[config.mk]
export PLATFORM = sky130hd
export DESIGN_NAME = npc_mc_ctrl_flat
export DESIGN_NICKNAME = d
export VERILOG_FILES = /design/src/rtl/npc_mc_ctrl_if.sv /design/src/rtl/npc_mc_ctrl.sv /design/src/flat_wrapper.sv
export SDC_FILE = /design/constraint.sdc
export NUM_CORES = 1
export LEC_CHECK = 0
export BUFFER_PORTS_ARGS = -buffer_cell sky130_fd_sc_hd__buf_2
export CORE_ASPECT_RATIO = 0.75
export CORE_MARGIN = 5
export CORE_UTILIZATION = 45
export DETAILED_ROUTE_END_ITERATION = 6
export PLACE_DENSITY = 0.84
export SKIP_CTS_REPAIR_TIMING = 1
export SLEW_MARGIN = 20
export SYNTH_ARGS = -nofsm -noshare
export SYNTH_HDL_FRONTEND = slang
export SYNTH_SLANG_ARGS = --single-unit
[constraint.sdc]
create_clock -name clk -period 4 [get_ports clk]
set_input_delay 0.6 -clock clk [delete_from_list [all_inputs] [get_ports clk]]
set_output_delay 0.6 -clock clk [all_outputs]
set_load 0.01 [all_outputs]
[src/rtl/npc_mc_ctrl_if.sv]
// Bus bundle between the npc multi-cycle sequencer and its datapath/memories.
// master = sequencer side, slave = datapath + instruction/data memory side.
interface npc_mc_ctrl_if #(
  parameter int PERF_W = 32
);
  logic [31:0]       pc;
  logic [31:0]       next_pc;
  logic              ifu_req_valid;
  logic              ifu_req_ready;
  logic              ifu_rsp_valid;
  logic [31:0]       ifu_rsp_inst;
  logic [31:0]       inst;
  logic              is_mem;
  logic              has_rd;
  logic              is_ebreak;
  logic              lsu_req_valid;
  logic              lsu_req_ready;
  logic              lsu_rsp_valid;
  logic              rf_wen;
  logic              halted;
  logic              error;
  logic [2:0]        state;
  logic [PERF_W-1:0] perf_cycles;
  logic [PERF_W-1:0] perf_insts;

  modport master (
    output pc, inst, ifu_req_valid, lsu_req_valid, rf_wen, halted, error, state,
           perf_cycles, perf_insts,
    input  next_pc, ifu_req_ready, ifu_rsp_valid, ifu_rsp_inst, is_mem, has_rd,
           is_ebreak, lsu_req_ready, lsu_rsp_valid
  );

  modport slave (
    input  pc, inst, ifu_req_valid, lsu_req_valid, rf_wen, halted, error, state,
           perf_cycles, perf_insts,
    output next_pc, ifu_req_ready, ifu_rsp_valid, ifu_rsp_inst, is_mem, has_rd,
           is_ebreak, lsu_req_ready, lsu_rsp_valid
  );
endinterface

[src/rtl/npc_mc_ctrl.sv]
// Multi-cycle FETCH/DECODE/EXEC/MEM/WB sequencer owning PC and instruction register.
// Optional perf counters are built only when CTRL_PERF_EN is defined.
module npc_mc_ctrl #(
  parameter logic [31:0] RESET_PC = 32'h8000_0000,
  parameter int          TIMEOUT  = 255,
  parameter int          PERF_W   = 32
) (
  input  logic          clk,
  input  logic          rst,
  npc_mc_ctrl_if.master bus
);

  typedef enum logic [2:0] {
    S_FETCH  = 3'd0,
    S_WAIT_I = 3'd1,
    S_DECODE = 3'd2,
    S_EXEC   = 3'd3,
    S_MEM    = 3'd4,
    S_WAIT_D = 3'd5,
    S_WB     = 3'd6,
    S_STOP   = 3'd7
  } state_e;

  localparam logic [7:0] TMO_LAST = 8'(TIMEOUT - 1);
  localparam logic [31:0] NOP     = 32'h0000_0013;

  state_e      state_q, state_d;
  logic [31:0] pc_q, pc_d;
  logic [31:0] inst_q, inst_d;
  logic        halted_q, halted_d;
  logic        error_q, error_d;
  logic [7:0]  tmo_q, tmo_d;
  logic        wait_st;

  always_ff @(posedge clk) begin
    if (rst) begin
      state_q  <= S_FETCH;
      pc_q     <= RESET_PC;
      inst_q   <= NOP;
      halted_q <= 1'b0;
      error_q  <= 1'b0;
      tmo_q    <= '0;
    end else begin
      state_q  <= state_d;
      pc_q     <= pc_d;
      inst_q   <= inst_d;
      halted_q <= halted_d;
      error_q  <= error_d;
      tmo_q    <= tmo_d;
    end
  end

  always_comb begin
    state_d  = state_q;
    pc_d     = pc_q;
    inst_d   = inst_q;
    halted_d = halted_q;
    error_d  = error_q;
    tmo_d    = '0;
    wait_st  = 1'b0;
    case (state_q)
      S_FETCH: begin
        wait_st = 1'b1;
        if (bus.ifu_req_ready) state_d = S_WAIT_I;
      end
      S_WAIT_I: begin
        wait_st = 1'b1;
        if (bus.ifu_rsp_valid) begin
          inst_d  = bus.ifu_rsp_inst;
          state_d = S_DECODE;
        end
      end
      S_DECODE: begin
        if (bus.is_ebreak) begin
          state_d  = S_STOP;
          halted_d = 1'b1;
        end else begin
          state_d = S_EXEC;
        end
      end
      S_EXEC:  state_d = bus.is_mem ? S_MEM : S_WB;
      S_MEM: begin
        wait_st = 1'b1;
        if (bus.lsu_req_ready) state_d = S_WAIT_D;
      end
      S_WAIT_D: begin
        wait_st = 1'b1;
        if (bus.lsu_rsp_valid) state_d = S_WB;
      end
      S_WB: begin
        pc_d    = bus.next_pc;
        state_d = S_FETCH;
      end
      default: ;
    endcase
    // Progress in the same cycle always beats the timeout.
    if (wait_st && (state_d == state_q)) begin
      if (tmo_q == TMO_LAST) begin
        state_d = S_STOP;
        error_d = 1'b1;
      end else begin
        tmo_d = tmo_q + 8'd1;
      end
    end
  end

  // Requests and write enable are masked while reset is held.
  assign bus.ifu_req_valid = !rst && (state_q == S_FETCH);
  assign bus.lsu_req_valid = !rst && (state_q == S_MEM);
  assign bus.rf_wen        = !rst && (state_q == S_WB) && bus.has_rd;
  assign bus.pc            = pc_q;
  assign bus.inst          = inst_q;
  assign bus.halted        = halted_q;
  assign bus.error         = error_q;
  assign bus.state         = state_q;

`ifdef CTRL_PERF_EN
  logic [PERF_W-1:0] cyc_q, ins_q;

  always_ff @(posedge clk) begin
    if (rst) begin
      cyc_q <= '0;
      ins_q <= '0;
    end else begin
      if (state_q != S_STOP) cyc_q <= cyc_q + 1'b1;
      if (state_q == S_WB)   ins_q <= ins_q + 1'b1;
    end
  end

  assign bus.perf_cycles = cyc_q;
  assign bus.perf_insts  = ins_q;
`else
  assign bus.perf_cycles = '0;
  assign bus.perf_insts  = '0;
`endif

endmodule

[src/flat_wrapper.sv]
// flat-port wrapper written by rule: the top's interface ports become plain ports
module npc_mc_ctrl_flat 
#(
  parameter logic [31:0] RESET_PC = 32'h8000_0000,
  parameter int          TIMEOUT  = 255,
  parameter int          PERF_W   = 32
)
  (clk, rst, bus_pc, bus_inst, bus_ifu_req_valid, bus_lsu_req_valid, bus_rf_wen, bus_halted, bus_error, bus_state, bus_perf_cycles, bus_perf_insts, bus_next_pc, bus_ifu_req_ready, bus_ifu_rsp_valid, bus_ifu_rsp_inst, bus_is_mem, bus_has_rd, bus_is_ebreak, bus_lsu_req_ready, bus_lsu_rsp_valid);
  npc_mc_ctrl_if #(.PERF_W(PERF_W)) bus_i ();
  input  logic clk;
  input  logic rst;
  output wire logic [$bits(bus_i.pc)-1:0] bus_pc;
  output wire logic [$bits(bus_i.inst)-1:0] bus_inst;
  output wire logic [$bits(bus_i.ifu_req_valid)-1:0] bus_ifu_req_valid;
  output wire logic [$bits(bus_i.lsu_req_valid)-1:0] bus_lsu_req_valid;
  output wire logic [$bits(bus_i.rf_wen)-1:0] bus_rf_wen;
  output wire logic [$bits(bus_i.halted)-1:0] bus_halted;
  output wire logic [$bits(bus_i.error)-1:0] bus_error;
  output wire logic [$bits(bus_i.state)-1:0] bus_state;
  output wire logic [$bits(bus_i.perf_cycles)-1:0] bus_perf_cycles;
  output wire logic [$bits(bus_i.perf_insts)-1:0] bus_perf_insts;
  input wire logic [$bits(bus_i.next_pc)-1:0] bus_next_pc;
  input wire logic [$bits(bus_i.ifu_req_ready)-1:0] bus_ifu_req_ready;
  input wire logic [$bits(bus_i.ifu_rsp_valid)-1:0] bus_ifu_rsp_valid;
  input wire logic [$bits(bus_i.ifu_rsp_inst)-1:0] bus_ifu_rsp_inst;
  input wire logic [$bits(bus_i.is_mem)-1:0] bus_is_mem;
  input wire logic [$bits(bus_i.has_rd)-1:0] bus_has_rd;
  input wire logic [$bits(bus_i.is_ebreak)-1:0] bus_is_ebreak;
  input wire logic [$bits(bus_i.lsu_req_ready)-1:0] bus_lsu_req_ready;
  input wire logic [$bits(bus_i.lsu_rsp_valid)-1:0] bus_lsu_rsp_valid;
  assign bus_pc = bus_i.pc;
  assign bus_inst = bus_i.inst;
  assign bus_ifu_req_valid = bus_i.ifu_req_valid;
  assign bus_lsu_req_valid = bus_i.lsu_req_valid;
  assign bus_rf_wen = bus_i.rf_wen;
  assign bus_halted = bus_i.halted;
  assign bus_error = bus_i.error;
  assign bus_state = bus_i.state;
  assign bus_perf_cycles = bus_i.perf_cycles;
  assign bus_perf_insts = bus_i.perf_insts;
  assign bus_i.next_pc = bus_next_pc;
  assign bus_i.ifu_req_ready = bus_ifu_req_ready;
  assign bus_i.ifu_rsp_valid = bus_ifu_rsp_valid;
  assign bus_i.ifu_rsp_inst = bus_ifu_rsp_inst;
  assign bus_i.is_mem = bus_is_mem;
  assign bus_i.has_rd = bus_has_rd;
  assign bus_i.is_ebreak = bus_is_ebreak;
  assign bus_i.lsu_req_ready = bus_lsu_req_ready;
  assign bus_i.lsu_rsp_valid = bus_lsu_rsp_valid;
  npc_mc_ctrl #(.RESET_PC(RESET_PC), .TIMEOUT(TIMEOUT), .PERF_W(PERF_W)) u_core (.clk(clk), .rst(rst), .bus(bus_i));
endmodule
Word level (Yosys, flattened, before mapping)
Cells that the tools add are included.
- word-level logic and storage cells: 38
- input port bits: 73
- output and inout bits: 136
- register bits after elaboration: 77
- muxes and demuxes: 10
- add/subtract/negate cells: 1
- equal/unequal tests: 8
- bitwise gates (word level): 1
- reduce and logical (&&, ||, !) cells: 12
- operator list (kind ; count):
    2-to-1 mux 3 bit ; 7
    one-hot mux 3 bit (7 select lines) ; 1
    equality test 3 bit, second input constant ; 3
    adder 8 x 1 -> 8 bit, second input constant ; 1
    equality test 8 bit, second input constant ; 1
    equality test 3 x 2 -> 1 bit, second input constant ; 2
    AND reduction 2 bit ; 3
    logical AND 1 bit ; 5
    OR reduction 4 bit ; 1
    equality test 3 x 1 -> 1 bit, second input constant ; 1
    equality test 3 bit ; 1
    zero test 3 bit ; 1
    OR reduction 3 bit ; 1
    2-to-1 mux 2 bit ; 1
    zero test 1 bit ; 1
    2-to-1 mux 1 bit ; 1
    NOT 1 bit ; 1

Logic depth before layout (Yosys ltp)
- depth after elaboration: 6
- depth in mapped cells: 7
- mapped depth without buffers: 5

Least setup slack after synthesis
OpenSTA, ideal clock, no wires.
- kind: flip-flop to output port
- start: reg u_core.state_q[2], in the netlist u_core.bus.state[2]
- end: out bus_rf_wen
- data arrival time: 1300 ps
- setup slack: 2100 ps
- data required time: 3400 ps
- stages on the path, launching flop included: 6
- path buffers: 2
- path through: dfxtp_1 -> buf_6 -> and2b_4 -> nand2_1 -> buf_2 -> nor3b_1
- longest elaborated chain between the ends: 3
- RTL lines (element ; RTL line ; RTL):
    start: declaration ; npc_mc_ctrl.sv:27 ; state_e state_q, state_d;
    start signal: assignment ; npc_mc_ctrl.sv:44 ; state_q <= state_d;
    equality test 3 bit ; npc_mc_ctrl.sv:110 ; assign bus.rf_wen = !rst && (state_q == S_WB) && bus.has_rd;
    logical AND 1 bit (2 in series) ; npc_mc_ctrl.sv:110 ;
    end: declaration ; flat_wrapper.sv:16 ; output wire logic [$bits(bus_i.rf_wen)-1:0] bus_rf_wen;
No other way between the ends.

Worst setup path in the final report
Ends and elaborated chain as after synthesis.

==> impl_metrics.py <==
metrics = {
    "clocking": {
        "insertion_delay_ns": 0.33,
        "cts_tree": "built",
        "clock-sinks": 77,
        "cts_made_buffers": 9,
        "cts_htree_levels": 3,
        "clk_pin_slew_worst_paths_ns": 0.08,
        "cts_buffer_depth": 2,
        "cts_root_buffer": "clkbuf_8",
    },
    "die": {
        "core_area_um2": 7398,
        "fp-row-count": 27,
        "die_x_um": 111.1,
        "initial_core_util": 0.4664,
        "fp.dieH_um": 85.84,
        "dieArea_um2": 9538,
        "io_pins": 209,
    },
    "logic_synthesis": {
        "avgSynthCellArea_um2": 8.139,
        "ys_seq_elements": 77,
        "synth_edf_count": 0,
        "synth_ff_type": "dfxtp_1",
        "syn-cell-area_um2": 3451,
        "synth_warnings": 0,
        "synth_area_leader_cell": "dfxtp_1",
        "synth_area_leaders": "dfxtp_1, buf_4, nand2_1, a21oi_1, buf_6",
        "synthArstFlopShare": 0,
        "synth.yosys.seq_area_share": 0.4467,
        "synth_top_cell_area_share": 0.4467,
        "yosysUniqueCellTypes": 36,
        "syn_inst": 424,
    },
    "status": {
        "outcome": "completed",
    },
    "global_route": {
        "antenna_found_initial": 0,
        "grt_pass1_wl_mm": 12.74,
        "grt_max_degree": 50,
        "grt_pass1_vias": 2864,
        "grt_usage": 0.1596,
        "grt_overflow": 0,
    },
    "timing": {
        "maxSlewViolCount": 0,
        "rsz0062_at_grt": "false",
        "finalHoldViolCount": 0,
        "setup_violations": 0,
        "skew_ns": 0.006229,
        "worstMarginPinSlew_ns": 0.6150,
        "period_share": 0.6068,
        "tns_ns": 0,
        "slew_headroom": 0.5895,
        "fmax_mhz": 412.0,
        "finalCriticalPeriod_ns": 2.427,
    },
    "placed_design": {
        "hpwlAfterDp_mm": 6.234,
        "globalplace.congestion": 0.8414,
        "placed_area_um2": 3889,
        "port_buffers": 144,
    },
    "routing": {
        "ant_nets": 0,
        "drt_iter0_drc": 165,
        "viasPerCell": 4.499,
        "vias": 2974,
        "first_pass_iters": 5,
        "routed_wl_mm": 8.046,
        "wl_per_cell_um": 12.17,
        "drc": 0,
    },
    "final_layout": {
        "final_area_um2": 4073,
        "drive_above_1_share": 0.3143,
        "final_common_cell": "buf_2",
        "syn_to_final_growth_pct": 18.02,
        "n_antenna_cell": 0,
        "layout.nets": 630,
        "layout_common_cells": "buf_2, nand2_1, dfxtp_1",
    },
    "critical_path": {
        "path_cells": "and2b_4 > nand2_1 > buf_4 > nor3b_1 > buf_2",
        "crit_path_start_kind": "register",
        "critPathMaxStageDelay_ns": 0.56,
        "critPathArrivalTime_ns": 1.83,
        "crit_family": "flip-flops",
        "critPathCaptureType": "output pin",
        "path_class": "reg2out",
        "critPathSlowestCell": "dfxtp_1",
        "r2r_slack_ns": 2.31,
        "crit_fanout": 33,
        "required_ns": 3.40,
        "crit_buf_inv": 2,
    },
    "power": {
        "ir_drop_mv": 0.2286,
        "leakage_nw": 1.902,
        "power_density_nw_per_um2": 377.7,
    },
    "hold_path": {
        "hold_path_class": "reg2reg",
    },
    "flow_run": {
        "maxCapViolCount": 0,
    },
}
## sequential cells by signal, indices dropped and copies added, names as in the netlist
name,flops
u_core.bus.inst,32
u_core.bus.error,1
u_core.bus.state,3
u_core.tmo_q,8
u_core.bus.pc,32
u_core.bus.halted,1
## area by class of cell
class | instances | area (µm²)
Clock buffer | 11 | 131.4
Clock inverter | 5 | 36.28
Fill cell | 726 | 3326
Inverter | 3 | 11.26
Multi-Input combinational cell | 317 | 1475
Sequential cell | 77 | 1541
Tap cell | 101 | 126.4
Timing Repair Buffer | 147 | 750.7
## worst min-delay path, delay by kind of cell (launching register included)
kind | cells | cell delay [ns]
and+or+nand+nor | 1 | 0.05
DFF | 1 | 0.31
AOI/OAI and AO/OA | 1 | 0.05
## worst paths after layout
kind,start,endpoint,cells after the start
hold reg to reg,u_core.bus.pc[16],u_core.bus.pc[16],2
setup / recovery,u_core.bus.state[2],bus_rf_wen,5
hold / removal,u_core.bus.pc[16],u_core.bus.pc[16],2
setup reg to reg,u_core.bus.state[2],u_core.bus.pc[20],5
## where the power goes
part	total (W)	switching, W	internal (W)	leakage [nW]
Clock	0.000499	0.000273	0.000227	0.0760
Combinational	0.000215	0.000134	0.0000808	1.20
Sequential	0.000824	0.0000283	0.000796	0.623
Total	0.00154	0.000435	0.00110	1.90
## cell families after synthesis
kind of cell | synth area share
XOR/XNOR | 0.01523
AO/OA/AOI/OAI | 0.1099
buffers and inverters | 0.1962
flip-flops | 0.4467
multiplexers | 0.002901
adder cells (fa/ha/maj) | 0.007250
AND/OR/NAND/NOR | 0.2208
other | 0.001087
## synthesized netlist by cell type, drive strengths merged, types with 2 or more instances
master and count:
nand2 132, buf 84, dfxtp 77, a21oi 63, nor2 12, clkbuf 6
nand3b 5, xor2 5, nand2b 4, nand3 4, nor3b 4, o21ai 4
inv 3, a31oi 2, and3 2, and4 2, ha 2
## metrics by stage
| step | setup WS [ns] | total power, W | cells | hold slack [ns] | util |
|---|---|---|---|---|---|
| 2_1_floorplan | 2.100 | 0.001033 | 487 | 0.4626 | - |
| 3_3_place_gp | 1.910 | 0.001048 | 644 | 0.4383 | 0.5249 |
| 3_5_place_dp | 1.893 | 0.001055 | 644 | 0.4456 | 0.5256 |
| 4_1_cts | 1.578 | 0.001564 | 660 | 0.4569 | 0.5483 |
| 5_1_grt | 1.386 | 0.001622 | 661 | 0.4748 | 0.5505 |
| 6_report | 1.573 | 0.001538 | 661 | 0.4528 | 0.5505 |
## per-layer routing
layer / up-vias / GRT usage / part of all wire
li1: 1488 / - / -
met1: 1366 / 0.1651 / 0.39
met2: 110 / 0.2957 / 0.51
met3: 10 / 0.07052 / 0.092
met4: 0 / 0.04641 / 0.0094
met5: - / 0 / 0
No activity file was read; power rests on OpenSTA's default activity.
